--- src/rtl/hazard_controller.sv ---
// Pipeline hazard unit: stall/flush control, EX/MEM/WB dest tracking, operand forwarding.
// Define HAZARD_FORWARD_EN for forwarding with load-use stalls; default stalls on any hazard.
module hazard_controller #(
    parameter logic [15:0] CNT_INIT = 16'h0000
) (
    input  logic        clk,
    input  logic        reset,
    input  logic [3:0]  id_rn,
    input  logic [3:0]  id_rm,
    input  logic [3:0]  id_rd,
    input  logic        id_use_rn,
    input  logic        id_use_rm,
    input  logic        id_use_rd,
    input  logic [3:0]  id_dest,
    input  logic        id_rf_e,
    input  logic        id_load,
    input  logic        ex_branch_taken,
    output logic        enable_pc,
    output logic        enable_ifid,
    output logic        flush_ifid,
    output logic        S,
    output logic [1:0]  fwd_a,
    output logic [1:0]  fwd_b,
    output logic [1:0]  fwd_c,
    output logic [1:0]  state,
    output logic [15:0] stall_cnt,
    output logic [15:0] flush_cnt
);

    typedef enum logic [1:0] {
        RUN   = 2'b00,
        STALL = 2'b01,
        FLUSH = 2'b10
    } state_t;

    state_t     state_q;
    state_t     state_d;
    logic [3:0] ex_dest;
    logic [3:0] mem_dest;
    logic [3:0] wb_dest;
    logic       ex_we;
    logic       mem_we;
    logic       wb_we;
    logic       ex_ld;
    logic       mem_ld;
    logic       wb_ld;
    logic [2:0] m_ex;
    logic [2:0] m_mem;
    logic [2:0] m_wb;
    logic       stall;
    logic       branch;
    logic [1:0] fwd_a_raw;
    logic [1:0] fwd_b_raw;
    logic [1:0] fwd_c_raw;
    logic       unused_ld;

    // R15 is the PC, never a tracked register destination
    function automatic logic hit(
        input logic       en,
        input logic [3:0] src,
        input logic       we,
        input logic [3:0] dest
    );
        return en && we && (src == dest) && (src != 4'hF);
    endfunction

    always_comb begin
        m_ex  = {hit(id_use_rd, id_rd, ex_we, ex_dest),
                 hit(id_use_rm, id_rm, ex_we, ex_dest),
                 hit(id_use_rn, id_rn, ex_we, ex_dest)};
        m_mem = {hit(id_use_rd, id_rd, mem_we, mem_dest),
                 hit(id_use_rm, id_rm, mem_we, mem_dest),
                 hit(id_use_rn, id_rn, mem_we, mem_dest)};
        m_wb  = {hit(id_use_rd, id_rd, wb_we, wb_dest),
                 hit(id_use_rm, id_rm, wb_we, wb_dest),
                 hit(id_use_rn, id_rn, wb_we, wb_dest)};
    end

`ifdef HAZARD_FORWARD_EN
    function automatic logic [1:0] pick(
        input logic e,
        input logic m,
        input logic w
    );
        if (e)      return 2'b01;
        else if (m) return 2'b10;
        else if (w) return 2'b11;
        else        return 2'b00;
    endfunction

    assign stall     = ex_ld && (|m_ex);
    assign fwd_a_raw = pick(m_ex[0], m_mem[0], m_wb[0]);
    assign fwd_b_raw = pick(m_ex[1], m_mem[1], m_wb[1]);
    assign fwd_c_raw = pick(m_ex[2], m_mem[2], m_wb[2]);
`else
    assign stall     = |{m_ex, m_mem, m_wb};
    assign fwd_a_raw = 2'b00;
    assign fwd_b_raw = 2'b00;
    assign fwd_c_raw = 2'b00;
`endif

    assign branch    = ex_branch_taken;
    assign unused_ld = ex_ld ^ mem_ld ^ wb_ld;
    assign fwd_a     = reset ? fwd_a_raw : 2'b00;
    assign fwd_b     = reset ? fwd_b_raw : 2'b00;
    assign fwd_c     = reset ? fwd_c_raw : 2'b00;
    assign state     = state_q;

    always_ff @(posedge clk) begin
        if (!reset) begin
            ex_dest  <= 4'd0;
            ex_we    <= 1'b0;
            ex_ld    <= 1'b0;
            mem_dest <= 4'd0;
            mem_we   <= 1'b0;
            mem_ld   <= 1'b0;
            wb_dest  <= 4'd0;
            wb_we    <= 1'b0;
            wb_ld    <= 1'b0;
        end else begin
            mem_dest <= ex_dest;
            mem_we   <= ex_we;
            mem_ld   <= ex_ld;
            wb_dest  <= mem_dest;
            wb_we    <= mem_we;
            wb_ld    <= mem_ld;
            ex_dest  <= id_dest;
            ex_we    <= id_rf_e && !S;
            ex_ld    <= id_load && !S;
        end
    end

    always_ff @(posedge clk) begin
        if (!reset) begin
            stall_cnt <= CNT_INIT;
            flush_cnt <= CNT_INIT;
        end else begin
            if (stall && !branch && stall_cnt != 16'hFFFF)
                stall_cnt <= stall_cnt + 16'd1;
            if (branch && flush_cnt != 16'hFFFF)
                flush_cnt <= flush_cnt + 16'd1;
        end
    end

    always_ff @(posedge clk) begin
        if (!reset) state_q <= RUN;
        else        state_q <= state_d;
    end

    always_comb begin
        state_d = RUN;
        unique case (1'b1)
            branch:           state_d = FLUSH;
            stall && !branch: state_d = STALL;
            default:          state_d = RUN;
        endcase
    end

    always_comb begin
        enable_pc   = 1'b1;
        enable_ifid = 1'b1;
        flush_ifid  = 1'b0;
        S           = 1'b0;
        unique case (1'b1)
            !reset: S = 1'b1;
            reset && branch: begin
                flush_ifid = 1'b1;
                S          = 1'b1;
            end
            reset && !branch && stall: begin
                enable_pc   = 1'b0;
                enable_ifid = 1'b0;
                S           = 1'b1;
            end
            default: ;
        endcase
    end

endmodule

--- config.mk ---
export PLATFORM = sky130hd
export DESIGN_NAME = hazard_controller
export DESIGN_NICKNAME = d
export VERILOG_FILES = /design/src/rtl/hazard_controller.sv
export SDC_FILE = /design/constraint.sdc
export NUM_CORES = 1
export LEC_CHECK = 0
export ABC_AREA = 1
export BUFFER_PORTS_ARGS = -buffer_cell sky130_fd_sc_hd__buf_2
export CAP_MARGIN = 20
export CORE_ASPECT_RATIO = 0.5
export CORE_MARGIN = 2
export CORE_UTILIZATION = 35
export DETAILED_ROUTE_END_ITERATION = 16
export PLACE_DENSITY = 0.58
export SLEW_MARGIN = 20
export SYNTH_ARGS = -nofsm -noshare
export SYNTH_HDL_FRONTEND = slang
export SYNTH_SLANG_ARGS = --single-unit
--- constraint.sdc ---
create_clock -name clk -period 2.4 [get_ports clk]
set_input_delay 0.12 -clock clk [delete_from_list [all_inputs] [get_ports clk]]
set_output_delay 0.12 -clock clk [all_outputs]
set_load 0.01 [all_outputs]
==> metrics.cfg <==
[timing]
worst_pin_slew_ns = 0.718
timing.final.crit_share_pct = 89.1
hold_viol = 0
worst_slack_ns = 0.260
slew_violations = 0
max-slew-margin-rel_pct = 52.1
min_period_ns = 2.14
fin_skew_ns = 0.00215
tns_ns = 0
fmax_mhz = 467
timing.hold.ws_ns = 0.0141
setup_viol = 0
rsz0062_at_grt = no

[die]
num_rows = 24
coreArea_sq_um = 8770
start_util_pct = 36.2
die_area_sq_um = 9890
die-width_um = 139
io_pins = 68
die_height_um = 71.3

[yosys]
synth-seq-cells = 49
synthCells = 519
synth_edf_count = 0
yosys_warnings = 0
synth_cell_types = 33
yosysTopAreaCell = dfxtp_1
synth_top_family_by_area = simple AND/OR/NAND/NOR gates
synth_top_cell_area_share_pct = 30.9
avgSynthCellArea_sq_um = 6.11
syn_area_sq_um = 3170
synth_compound_area_share_pct = 6.23
synth_ff_type = dfxtp_1
yosysMostFrequentCell = nand2_1
synth_async_sr_flop_share_pct = 0
synth_fa_ha_area_share_pct = 0.789
synthMuxAreaShare_pct = 0
ys_seq_area_share_pct = 30.9
synth.area.top_cells = dfxtp_1 (31%), nand2_1 (19%), inv_1 (11%)
synthXorXnorAreaFrac_pct = 1.38
synth_simple_gate_area_share_pct = 44.4
synth.top_cells.by_count = nand2_1 (162), inv_1 (89), nor2_1 (63)

[run]
drv_cap = 0

[worst_setup_path]
cp.required_ns = 2.28
worst-path-max-fanout = 32
crit_arrival_ns = 2.02
worstSetupStartpointType = flop
path_class = reg -> out
endpoint_kind = output port

[finish]
fin_nets = 602
area_delta_synth_final_pct = 15.6
final_area_sq_um = 3670
drive_gt1_share_pct = 19.4
antenna_cells = 0
fin_util_pct = 41.8
final_cells = 694

[cts]
cts_tree = yes
cts_max_path_buffers = 2
cts_root_buf = clkbuf_16
cts_resized = 0
clock-sinks = 49
htree_num_levels = 2
clock_latency_ns = 0.28
cts_setup_buffers = 0
holdBufCountCts = 0
clk_pin_slew_ns = 0.06
cts-buffers-inserted = 5

[drt]
dr.first_iter.drc_count = 183
firstDrtPassIters = 5
via_per_inst = 4.51
drc = 0
via_count = 3128
avgRoutedWirePerCell_um = 11.0
ant_nets = 0
routed_wl_mm = 7.65

[pwr]
clockPowerShare_pct = 39.9
ir_drop_mv = 0.242
switching_share_pct = 25.3
seqPwrFrac_pct = 49.5
p_per_area_nw_per_um2 = 467
combPwrFrac_pct = 10.6
switchingPower_uw = 434
intPower_mw = 1.28
cellLeakagePower_nw = 1.86
finalPower_mw = 1.71

[outcome]
status = completed

[place]
place.gp.congestion = 0.892
dp.cells = 686
dp_slack_ns = 0.544
hpwlAfterDp_mm = 5.74
port_buffers = 60
place_area_sq_um = 3530

[grt]
gr-usage-met3_pct = 3.14
grt_use_total_pct = 15.5
grt.overflow.total = 0
grt_max_degree = 45
grt_pass1_vias = 2817
busiest_layer = met2
antenna_found_initial = 0
grt_pass1_wl_mm = 12.8
grtUsageMet1_pct = 21.1
use_met2_pct = 26.1

[min_path]
hold_class = in -> reg

## registers in the layout, summed over array words and instances (netlist names)
name / cells
state: 2
wb_we: 1
flush_cnt: 16
mem_we: 1
ex_we: 1
ex_dest: 4
mem_dest: 4
stall_cnt: 16
wb_dest: 4
## metal layers
metal  part of all wire [%]  vias up  wire, um
met1                     51     1370      3930
met3                    5.3        4       406
met5                      0        -         0
li1                       -     1690         -
met4                   0.41        0        31
met2                     43       64      3280
## layout by cell type, fill, tap and decap left out, types with 5 or more instances in the layout
| cell | n |
|---|---|
| nand3_2 | 13 |
| nand3_1 | 25 |
| nor2_1 | 63 |
| dfxtp_1 | 49 |
| nand2_1 | 162 |
| buf_2 | 60 |
| inv_1 | 89 |
| o21ai_0 | 13 |
| nand4_1 | 21 |
| inv_2 | 12 |
| a21oi_1 | 15 |
| conb_1 | 6 |
| clkbuf_16 | 5 |
| nand2_2 | 7 |
## critical path, cell delays in order (launching register included)
cell,delay [ns]
dfxtp_1,0.42
inv_1,0.12
nand2_1,0.07
nand2_1,0.05
nor2_1,0.15
nand3_1,0.11
nand3_2,0.08
nand2_2,0.06
nand3_4,0.33
nand2_1,0.16
buf_2,0.17
## layout make-up
class / instances / area (sq um)
Fill cell: 987 / 5100
Tap cell: 117 / 146
Clock buffer: 7 / 133
Clock inverter: 1 / 7.51
Multi-Input combinational cell: 356 / 1700
Inverter: 101 / 379
Timing Repair Buffer: 63 / 323
Sequential cell: 49 / 981
## final timing paths
kind / from / end / slack (ns) / depth (start not counted)
worst max-delay path: mem_dest[2] / enable_pc / 0.26 / 10
worst min-delay path: id_dest[2] / ex_dest[2] / 0.01 / 3
worst max register to register: mem_dest[2] / stall_cnt[1] / 0.48 / 12
worst min register to register: mem_dest[0] / wb_dest[0] / 0.47 / 2
## power groups by stage
stage | Clock [mW] | Combinational (mW) | Sequential (mW)
detailed placement | 0 | 0.181 | 0.865
global route | 0.741 | 0.207 | 0.849
finish | 0.683 | 0.181 | 0.846
global placement | 0 | 0.182 | 0.865
floorplan | 0 | 0.127 | 0.861
CTS | 0.701 | 0.182 | 0.846
## logic make-up after synthesis
group	Yosys count
AOI/OAI and AO/OA	37
xor gates and xnor gates	5
adders and majority gates	2
buffers and inverters	119
DFF	49
other	1
and+or+nand+nor	306
Power figures use the tool's default switching activity.
